<file path="config.mk">
export PLATFORM = sky130hd
export DESIGN_NAME = hl_reset_sequencer
export DESIGN_NICKNAME = d
export VERILOG_FILES = /design/src/rtl/hl_pkg.sv /design/src/rtl/hl_lock_filter.sv /design/src/rtl/hl_reset_sequencer.sv
export SDC_FILE = /design/constraint.sdc
export NUM_CORES = 1
export LEC_CHECK = 0
export ABC_AREA = 1
export CAP_MARGIN = 20
export CELL_PAD_IN_SITES_DETAIL_PLACEMENT = 0
export CELL_PAD_IN_SITES_GLOBAL_PLACEMENT = 1
export CORE_MARGIN = 5
export CORE_UTILIZATION = 35
export CTS_CLUSTER_SIZE = 16
export DETAILED_ROUTE_END_ITERATION = 8
export GPL_TIMING_DRIVEN = 0
export PLACE_DENSITY_LB_ADDON = 0.1
export SETUP_SLACK_MARGIN = 0.05
export SYNTH_ARGS = -nofsm -noshare
export SYNTH_HDL_FRONTEND = slang
export SYNTH_SLANG_ARGS = --single-unit
</file>
<file path="constraint.sdc">
create_clock -name rstclk -period 3.6 [get_ports rstclk]
set_input_delay 0.9 -clock rstclk [delete_from_list [all_inputs] [get_ports rstclk]]
set_output_delay 0.9 -clock rstclk [all_outputs]
set_load 0.03 [all_outputs]
</file>
<file path="src/rtl/hl_pkg.sv">
// Shared types and sizing helpers for the reset sequencer slice.
// State codes double as the LED/debug encoding on state_o.
package hl_pkg;

    typedef enum logic [2:0] {
        ST_RESET     = 3'd0,
        ST_WAIT_LOCK = 3'd1,
        ST_HOLD      = 3'd2,
        ST_RELEASE   = 3'd3,
        ST_RUN       = 3'd4
    } hl_state_t;

    function automatic int max3(input int a, input int b, input int c);
        int m;
        m = (a > b) ? a : b;
        return (m > c) ? m : c;
    endfunction

    function automatic int cnt_width(input int maxv);
        return (maxv < 1) ? 1 : $clog2(maxv + 1);
    endfunction

endpackage

</file>
<file path="src/rtl/hl_lock_filter.sv">
// Debounces the combined PLL lock flag: stable only after
// LOCK_FILTER consecutive locked cycles.
module hl_lock_filter
    import hl_pkg::*;
#(
    parameter int LOCK_FILTER = 16
) (
    input  logic rstclk,
    input  logic rst,
    input  logic clear,
    input  logic lock_all,
    output logic stable
);

    localparam int W = cnt_width(LOCK_FILTER);
    localparam logic [W-1:0] LIMIT = W'(LOCK_FILTER);
    localparam logic [W-1:0] LAST  = W'(LOCK_FILTER - 1);

    logic [W-1:0] cnt;

    always_ff @(posedge rstclk) begin
        if (rst || clear || !lock_all) begin
            cnt <= '0;
        end else if (cnt != LIMIT) begin
            cnt <= cnt + 1'b1;
        end
    end

    // Asserted on the edge where the count reaches LOCK_FILTER.
    assign stable = lock_all && !clear && (cnt >= LAST);

endmodule

</file>
<file path="src/rtl/hl_reset_sequencer.sv">
// Board reset sequencer: waits for stable PLL lock, holds all resets,
// then releases domains one by one, STAGGER cycles apart.
module hl_reset_sequencer
    import hl_pkg::*;
#(
    parameter int NDOM        = 4,
    parameter int NLOCK       = 2,
    parameter int LOCK_FILTER = 16,
    parameter int HOLD_CYCLES = 1024,
    parameter int STAGGER     = 256
) (
    input  logic             rstclk,
    input  logic             rst,
    input  logic [NLOCK-1:0] locked_i,
    input  logic             swrst_i,
    output logic [NDOM-1:0]  rst_o,
    output logic             running_o,
    output logic [7:0]       fault_cnt_o,
    output logic [2:0]       state_o
);

    localparam int CW =
        cnt_width(max3(LOCK_FILTER, HOLD_CYCLES, STAGGER));
    localparam logic [CW-1:0] HOLD_LAST = CW'(HOLD_CYCLES - 1);
    localparam logic [CW-1:0] STAG_LAST = CW'(STAGGER - 1);

    hl_state_t     state;
    logic [CW-1:0] cnt;
    logic          lock_all;
    logic          stable;
    logic          live;
    logic          sw_ok;

    assign lock_all = &locked_i;
    assign state_o  = state;

    always_comb begin
        live  = 1'b0;
        sw_ok = 1'b0;
        unique case (1'b1)
            (state == ST_HOLD): live = 1'b1;
            (state == ST_RELEASE),
            (state == ST_RUN): begin
                live  = 1'b1;
                sw_ok = 1'b1;
            end
            default: ;
        endcase
    end

    hl_lock_filter #(
        .LOCK_FILTER(LOCK_FILTER)
    ) u_filter (
        .rstclk  (rstclk),
        .rst     (rst),
        .clear   (live),
        .lock_all(lock_all),
        .stable  (stable)
    );

    // Priority: rst, then raw lock loss, then software reset.
    always_ff @(posedge rstclk) begin
        if (rst) begin
            state       <= ST_RESET;
            rst_o       <= '1;
            running_o   <= 1'b0;
            fault_cnt_o <= 8'd0;
            cnt         <= '0;
        end else if (live && !lock_all) begin
            state     <= ST_WAIT_LOCK;
            rst_o     <= '1;
            running_o <= 1'b0;
            cnt       <= '0;
            if (fault_cnt_o != 8'hff) begin
                fault_cnt_o <= fault_cnt_o + 8'd1;
            end
        end else if (sw_ok && swrst_i) begin
            state     <= ST_HOLD;
            rst_o     <= '1;
            running_o <= 1'b0;
            cnt       <= '0;
        end else begin
            unique case (state)
                ST_RESET: begin
                    state     <= ST_WAIT_LOCK;
                    rst_o     <= '1;
                    running_o <= 1'b0;
                    cnt       <= '0;
                end
                ST_WAIT_LOCK: begin
                    if (stable) begin
                        state <= ST_HOLD;
                        cnt   <= '0;
                    end
                end
                ST_HOLD: begin
                    if (cnt == HOLD_LAST) begin
                        state <= ST_RELEASE;
                        rst_o <= rst_o << 1;
                        cnt   <= '0;
                    end else begin
                        cnt <= cnt + 1'b1;
                    end
                end
                // rst_o shifts in zeros from bit 0, so the MSB clearing
                // marks the last domain released.
                ST_RELEASE: begin
                    if (!rst_o[NDOM-1]) begin
                        state     <= ST_RUN;
                        running_o <= 1'b1;
                    end else if (cnt == STAG_LAST) begin
                        rst_o <= rst_o << 1;
                        cnt   <= '0;
                    end else begin
                        cnt <= cnt + 1'b1;
                    end
                end
                ST_RUN: running_o <= 1'b1;
                default: begin
                    state     <= ST_RESET;
                    rst_o     <= '1;
                    running_o <= 1'b0;
                    cnt       <= '0;
                end
            endcase
        end
    end

endmodule

</file>
==> results of run 1 <==
-- cells in the mapped netlist, drive strengths merged --
cell | n | area [sq um]
ha | 5 | 62.6
o21ai | 7 | 35.0
o211ai | 1 | 7.51
nand4 | 7 | 43.8
buf | 1 | 15.0
a21oi | 28 | 178
inv | 39 | 151
xor2 | 4 | 35.0
xnor2 | 3 | 26.3
nor3 | 7 | 35.0
and3 | 1 | 6.26
nand3b | 3 | 22.5
nand2 | 92 | 440
nor2 | 38 | 216
dfxtp | 32 | 641
nand3 | 20 | 130
-- stage by stage --
stage / hold WS (ns) / instance area (sq um) / cells / power, mW
after floorplan: 0.458 / 2050 / 288 / 0.967
after CTS: 0.468 / 2420 / 388 / 1.44
after detailed placement: 0.457 / 2340 / 380 / 1.16
final: 0.467 / 2420 / 388 / 1.42
after global routing: 0.504 / 2420 / 388 / 1.52
after global placement: 0.457 / 2340 / 380 / 1.16
-- cells by family (layout without fill, tap and decap cells) --
logic type	count (synthesis)	count (layout)	share of synthesized area (%)
fa+ha+maj	5	5	3.06
xor+xnor	7	7	3.00
simple gates	168	168	43.7
compound gates	36	36	10.8
flops	32	32	31.3
buf+inv	40	68	8.13
-- metal layers --
| metal | vias up | GRT usage [%] |
|---|---|---|
| met3 | 7 | 3.52 |
| met4 | 0 | 4.25 |
| li1 | 974 | - |
| met5 | - | 0 |
| met1 | 836 | 17.0 |
| met2 | 23 | 22.7 |
-- registers in the layout, indices dropped and copies added, names as in the netlist --
register / flops
running_o: 1
rst_o: 4
cnt: 11
fault_cnt_o: 8
state_o: 3
u_filter.cnt: 5
-- worst reg2reg max path, stage by stage, from the launching register on --
cell	delay [ns]
sky130_fd_sc_hd__dfxtp_1	0.42
sky130_fd_sc_hd__ha_1	0.20
sky130_fd_sc_hd__nand2_1	0.08
sky130_fd_sc_hd__nor2_1	0.11
sky130_fd_sc_hd__ha_1	0.15
sky130_fd_sc_hd__nor2_1	0.03
sky130_fd_sc_hd__o21ai_0	0.13
sky130_fd_sc_hd__nand2_1	0.15
sky130_fd_sc_hd__nand2_4	0.18
sky130_fd_sc_hd__nand2_4	0.08
sky130_fd_sc_hd__buf_8	0.16
sky130_fd_sc_hd__a21oi_2	0.10
sky130_fd_sc_hd__nor2_1	0.05
-- path summary, 6_finish.rpt --
path / from / to / slack, ns / depth (start not counted)
setup / recovery: state_o[1] / state_o[1] / 1.21 / 1
hold reg to reg: rst_o[0] / rst_o[0] / 0.47 / 2
hold / removal: rst_o[0] / rst_o[0] / 0.47 / 2
setup reg to reg: u_filter.cnt[1] / cnt[5] / 1.68 / 12
-- layout make-up --
class	count	share of cell area, %
Buffer	1	0.620
Clock inverter	3	0.774
Tap cell	72	3.72
Multi-Input combinational cell	216	51.1
Sequential cell	32	26.4
Clock buffer	5	2.84
Inverter	39	6.25
Timing Repair Buffer	20	8.26
-- where the power goes --
| group | leakage [nW] | total (mW) | switching [mW] | internal, mW |
|---|---|---|---|---|
| logic | 0.676 | 0.697 | 0.454 | 0.243 |
| clock network | 0.0479 | 0.277 | 0.142 | 0.135 |
| registers | 0.260 | 0.444 | 0.0464 | 0.397 |
==> parameters.txt, run 1 <==
Parameter                              Value

Layout
  Layout cell share with drive strength beyond 1 ... 19.9%
  Highest-count cells in the layout ignoring fill and taps ... sky130_fd_sc_hd__nand2_1, sky130_fd_sc_hd__inv_1, sky130_fd_sc_hd__dfxtp_1
  Core utilization of the finished layout ... 43.2%
  Sequential cell area ... 641 sq um
  Number of antenna cells inserted ... 0
  Leading cell type in the layout, fill and taps excluded ... sky130_fd_sc_hd__nand2_1
  Net total in the final layout ... 325
  Number of fill cells ... 611
  Syn-to-layout area delta ... 18.5%
  Combined area of the multi-input logic cells ... 1240 sq um

Synthesis
  Gate Count Post-Synth ... 288
  Mean instance size in the synthesized netlist ... 7.10 sq um
  Portion of the post-synthesis area used by sequential elements ... 31.3%
  Yosys warns ... 0
  Post-synthesis instance area ... 2050 sq um
  Net count of the mapped netlist ... 298
  Synth cell types ... 26
  Count of state elements after synthesis ... 32

Floorplanning
  Standard-cell rows ... 27
  X dimension of the die ... 86.5 um
  Standard cell core area ... 5610 sq um
  Effective utilization at floorplan ... 36.5%
  Number of ports placed on the die boundary ... 21
  Die height ... 86.5 um
  Die Area ... 7470 sq um

Clock tree
  # resized after CTS ... 0
  H-tree depth ... 2
  TritonCTS buffer count ... 5
  Clk sink count ... 32
  Root buffer cell ... sky130_fd_sc_hd__clkbuf_8
  Hold_buf cts ... 0
  Largest buffer count on any clock path ... 2
  Post-CTS setup buffers ... 0
  TritonCTS clock tree ... done
  Clock-pin slew of the registers on the worst-case setup and hold paths ... 0.07 ns
  Clock latency of the later-clocked register in the worst-skew pair ... 0.28 ns

Worst setup path
  CP max-delay cell ... sky130_fd_sc_hd__clkdlybuf4s50_1
  Slowest cell delay on critical path ... 0.73 ns
  Largest fanout on the critical path ... 6
  Combined buffer and inverter count along the critical path ... 1
  Kind of critical path ... reg -> out
  Delay-heaviest family, CP ... buffers and inverters
  Worst setup SP type ... flop
  Element type at the critical path end ... primary output
  Critical path, cell by cell ... clkdlybuf4s50_1
  Endpoint required time on the critical path ... 2.70 ns
  WP data arrival ... 1.49 ns

Pwr
  Peak supply drop ... 0.000212 V
  Static leakage ... 0.983 nW
  PwrDens ... 585 nW/um^2

STA
  Worst rel slew slack ... 76.9%
  Max Clk Rate ... 0.419 GHz
  Max-slew violation total from the final report ... 0
  Final-report setup violation count ... 0
  Final clock skew ... 0.00388 ns
  Worst setup slack after layout ... 1.21 ns
  Measured slew at the worst slew-check pin ... 0.345 ns
  Total count of hold-check failures in the final report ... 0
  Min cycle time layout ... 2.39 ns
  Final worst path period share ... 66.3%
  Setup repair after global routing missed its margin ... no
  Final TNS setup ... 0 ns

Status
  Outcome ... finished, final reports clean

Global routing
  Initial antenna violation count ... 0
  Overflow after GRT ... 0
  Wire length of the first global-routing pass ... 8.09 mm
  Overall track demand over capacity in global routing ... 13.6%
  Largest net degree at the start of global routing ... 12
  Vias in the first global route ... 1726

Place
  Post-place setup slack ... 1.14 ns
  HPWL after detailed placement ... 3.58 mm
  Routability-driven placement congestion ratio ... 0.789
  # port buffers ... 20

Route
  Top Metal Used ... met4
  Number of DRC markers after the initial detailed-route iteration ... 59
  Antenna viol nets, final ... 0
  Met1 Routed Length ... 2.22 mm
  Remaining design rule violation count ... 0
  Detail Route met3 WL ... 172 um
  Detail-routed net length per standard cell ... 12.1 um
  Wire length after detailed routing ... 4.69 mm
  Met2 WL ... 2.24 mm
  Via count normalized by instance count ... 4.74
  Detailed-route via count ... 1840
  Drt first pass iters ... 4

Run
  Max-cap check violation count ... 0

Min path
  Path type of the worst min-delay path ... reg -> reg
Note: power is estimated with default switching activity, not from simulation.
==> inputs of run 2 (changes only) <==
==> constraint.sdc (replaced) <==
create_clock -name rstclk -period 2 [get_ports rstclk]
set_input_delay 0.5 -clock rstclk [delete_from_list [all_inputs] [get_ports rstclk]]
set_output_delay 0.5 -clock rstclk [all_outputs]
set_load 0.03 [all_outputs]
==> run 2 against run 1 <==
Effect of this change: register-to-register slack worse by 1.5 ns; largest cell class unchanged; first-iteration DRC count is the same; power increased by 82%; clock skew is essentially flat; highest routed layer unchanged; wire length increased by 0.45%.
==> parameters.txt, run 2 (same netlist as run 1, synthesis figures left out) <==
Parameter                              Value

Status
  Outcome ... finished, final reports clean

Global routing
  Overall track demand over capacity in global routing ... 13.6% (unchanged)
  Wire length of the first global-routing pass ... 8.09 mm (unchanged)
  Largest net degree at the start of global routing ... 12 (unchanged)
  Vias in the first global route ... 1726 (unchanged)
  Initial antenna violation count ... 0 (unchanged)
  Overflow after GRT ... 0 (unchanged)

Floorplanning
  Standard cell core area ... 5610 sq um (unchanged)
  Die Area ... 7470 sq um (unchanged)
  X dimension of the die ... 86.5 um (unchanged)
  Effective utilization at floorplan ... 36.5% (unchanged)
  Number of ports placed on the die boundary ... 21 (unchanged)
  Standard-cell rows ... 27 (unchanged)
  Die height ... 86.5 um (unchanged)

Worst setup path
  Endpoint required time on the critical path ... 1.50 ns (-1.20 ns)
  WP data arrival ... 1.39 ns (-0.10 ns)
  Element type at the critical path end ... primary output
  Critical path, cell by cell ... clkdlybuf4s50_1
  Slowest cell delay on critical path ... 0.70 ns (-0.03 ns)
  FF-to-FF setup slack ... 0.21 ns (-1.47 ns)
  Kind of critical path ... reg -> out
  Worst r2r src ... u_filter.cnt[1]
  Combined buffer and inverter count along the critical path ... 1 (unchanged)
  Worst setup SP type ... flop
  Delay-heaviest family, CP ... buffers and inverters
  CP max-delay cell ... sky130_fd_sc_hd__clkdlybuf4s50_1
  Depth of the worst register-to-register path ... 12 (unchanged)
  Reg-to-Reg End ... cnt[5]
  Critical path startpoint ... fault_cnt_o[2]
  Largest fanout on the critical path ... 5 (-1)

Pwr
  PwrDens ... 1050 nW/um^2 (+79%)
  Switch share ... 45.2% (-0.15 points)
  Logic pwr share ... 49.5% (+0.3 points)
  Share of power burned in the clock network ... 19.5% (about the same)
  Seq pwr share ... 31.0% (-0.3 points)
  Peak supply drop ... 0.000376 V (+77%)
  Static leakage ... 1.10 nW (+11%)
  Cell Int Power ... 1.41 mW (+83%)
  Net switching power of the design ... 1.17 mW (+81%)

Clock tree
  H-tree depth ... 2 (unchanged)
  Largest buffer count on any clock path ... 2 (unchanged)
  Root buffer cell ... sky130_fd_sc_hd__clkbuf_8
  TritonCTS buffer count ... 5 (unchanged)
  Clk sink count ... 32 (unchanged)
  Clock-pin slew of the registers on the worst-case setup and hold paths ... 0.07 ns (about the same)
  TritonCTS clock tree ... done
  Hold_buf cts ... 0 (unchanged)
  Clock latency of the later-clocked register in the worst-skew pair ... 0.29 ns (about the same)

Layout
  Largest Register ... cnt
  Sequential cell area ... 643 sq um (+0.39%)
  Largest regs ... cnt (11), fault_cnt_o (8), u_filter.cnt (5)
  Number of antenna cells inserted ... 0 (unchanged)
  Number of fill cells ... 608 (-0.49%)
  Combined area of the multi-input logic cells ... 1240 sq um (unchanged)
  Layout cell share with drive strength beyond 1 ... 21.3% (+1.4 points)
  Syn-to-layout area delta ... 20.2%
  Largest register FFs ... 11 (unchanged)
  Number of standard cells in the final layout excluding fillers ... 391 (+0.77%)
  Leading cell type in the layout, fill and taps excluded ... sky130_fd_sc_hd__nand2_1
  Net total in the final layout ... 328 (+0.92%)
  Final Cell Area ... 2460 sq um (+1.4%)
  Highest-count cells in the layout ignoring fill and taps ... sky130_fd_sc_hd__nand2_1, sky130_fd_sc_hd__inv_1, sky130_fd_sc_hd__dfxtp_1

Route
  Antenna viol nets, final ... 0 (unchanged)
  Detail-routed net length per standard cell ... 12.0 um (-0.32%)
  Number of DRC markers after the initial detailed-route iteration ... 59 (unchanged)
  Wire length after detailed routing ... 4.71 mm (+0.45%)
  Remaining design rule violation count ... 0 (unchanged)
  Detailed-route via count ... 1851 (+0.60%)
  Met1 Routed Length ... 2.24 mm (+1.3%)
  Via count normalized by instance count ... 4.73 (-0.17%)
  Met2 WL ... 2.24 mm (unchanged)
  Drt first pass iters ... 4 (unchanged)
  Top Metal Used ... met4
  Detail Route met3 WL ... 162 um (-5.8%)

STA
  Measured slew at the worst slew-check pin ... 0.344 ns (-0.000169 ns)
  Max-slew violation total from the final report ... 0 (unchanged)
  Worst setup slack after layout ... 0.112 ns (-1.10 ns)
  Min cycle time layout ... 1.89 ns
  Total count of hold-check failures in the final report ... 0 (unchanged)
  Final worst path period share ... 94.4%
  Final-report setup violation count ... 0 (unchanged)
  Worst rel slew slack ... 77.0% (about the same)
  Setup repair after global routing missed its margin ... no
  Final clock skew ... 0.00414 ns (+0.000251 ns)
  Max Clk Rate ... 0.530 GHz
  Final hold slack ... 0.468 ns (+0.00121 ns)

Place
  HPWL after detailed placement ... 3.58 mm (unchanged)
  Routability-driven placement congestion ratio ... 0.789 (unchanged)
  Post-place setup slack ... -0.0592 ns (-1.20 ns)
  Area post-placement ... 2340 sq um (unchanged)
  Placed cell count ... 380 (unchanged)
  # port buffers ... 20 (unchanged)

Min path
  Path type of the worst min-delay path ... reg -> reg
  Worst Hold Launch ... rst_o[0]
  Number of cells traversed by the worst hold path ... 2 (unchanged)
  End point of the most critical hold path ... rst_o[0]

Run
  Max-cap check violation count ... 0 (unchanged)
## run 2: cell types whose count changed in the layout (fill, tap and decap cells not counted), sizes merged
| cell | change |
|---|---|
| clkdlybuf4s50 | -7 |
| dlygate4sd2 | +2 |
| dlymetal6s2s | +5 |
| buf | +3 |
## run 2: power groups by stage
| stage | logic (mW) | registers [mW] | clock network (mW) |
|---|---|---|---|
| after floorplan | 0.806 | 0.935 | 0 |
| after global placement | 1.27 | 0.817 | 0 |
| after detailed placement | 1.27 | 0.816 | 0 |
| after CTS | 1.26 | 0.801 | 0.525 |
| after global routing | 1.41 | 0.817 | 0.550 |
| final | 1.28 | 0.799 | 0.505 |
## run 2: how the worst max path moves through the flow
stage	cells after the start	slack, ns	end
after floorplan	9	0.38	rst_o[2]
after global placement	8	-0.05	rst_o[2]
after detailed placement	8	-0.06	rst_o[2]
after CTS	1	0.06	fault_cnt_o[6]
after global routing	13	0.04	cnt[9]
final	1	0.11	fault_cnt_o[2]
## run 2: worst register-to-register path, delay by kind of cell (launching register included)
kind | cells | cell delay [ns]
simple gates | 7 | 0.63
fa+ha+maj | 2 | 0.32
buf+inv | 1 | 0.15
compound gates | 2 | 0.21
flops | 1 | 0.38
## run 2: what timing repair did
action                     CTS  global route
setup buffers                0             3
resized for setup            2             7
hold endpoints to repair     0             0
pin swaps                    0             2
setup endpoints to repair    2            16
## run 2: metal layers
metal | up-vias | GRT usage, %
met2 | 21 | 22.7
met3 | 6 | 3.52
met1 | 844 | 17.0
met4 | 0 | 4.25
li1 | 980 | -
met5 | - | 0
## run 2: cell type report
cell class              instances  area share (%)
clock inverters                 3           0.763
clock buffers                   5            2.80
multi-input cells             216            50.4
repair buffers                 23            9.47
well taps                      72            3.66
flip-flops and latches         32            26.2
inverters                      39            6.16
plain buffers                   1           0.611
## run 2: per-stage QoR
stage | setup TNS [ns] | utilization [%] | power (mW)
5_1_grt | 0 | 43.8 | 2.77
3_5_place_dp | -0.166 | 41.7 | 2.08
4_1_cts | 0 | 43.2 | 2.59
6_report | 0 | 43.8 | 2.58
3_3_place_gp | -0.130 | 41.7 | 2.09
2_1_floorplan | 0 | - | 1.74
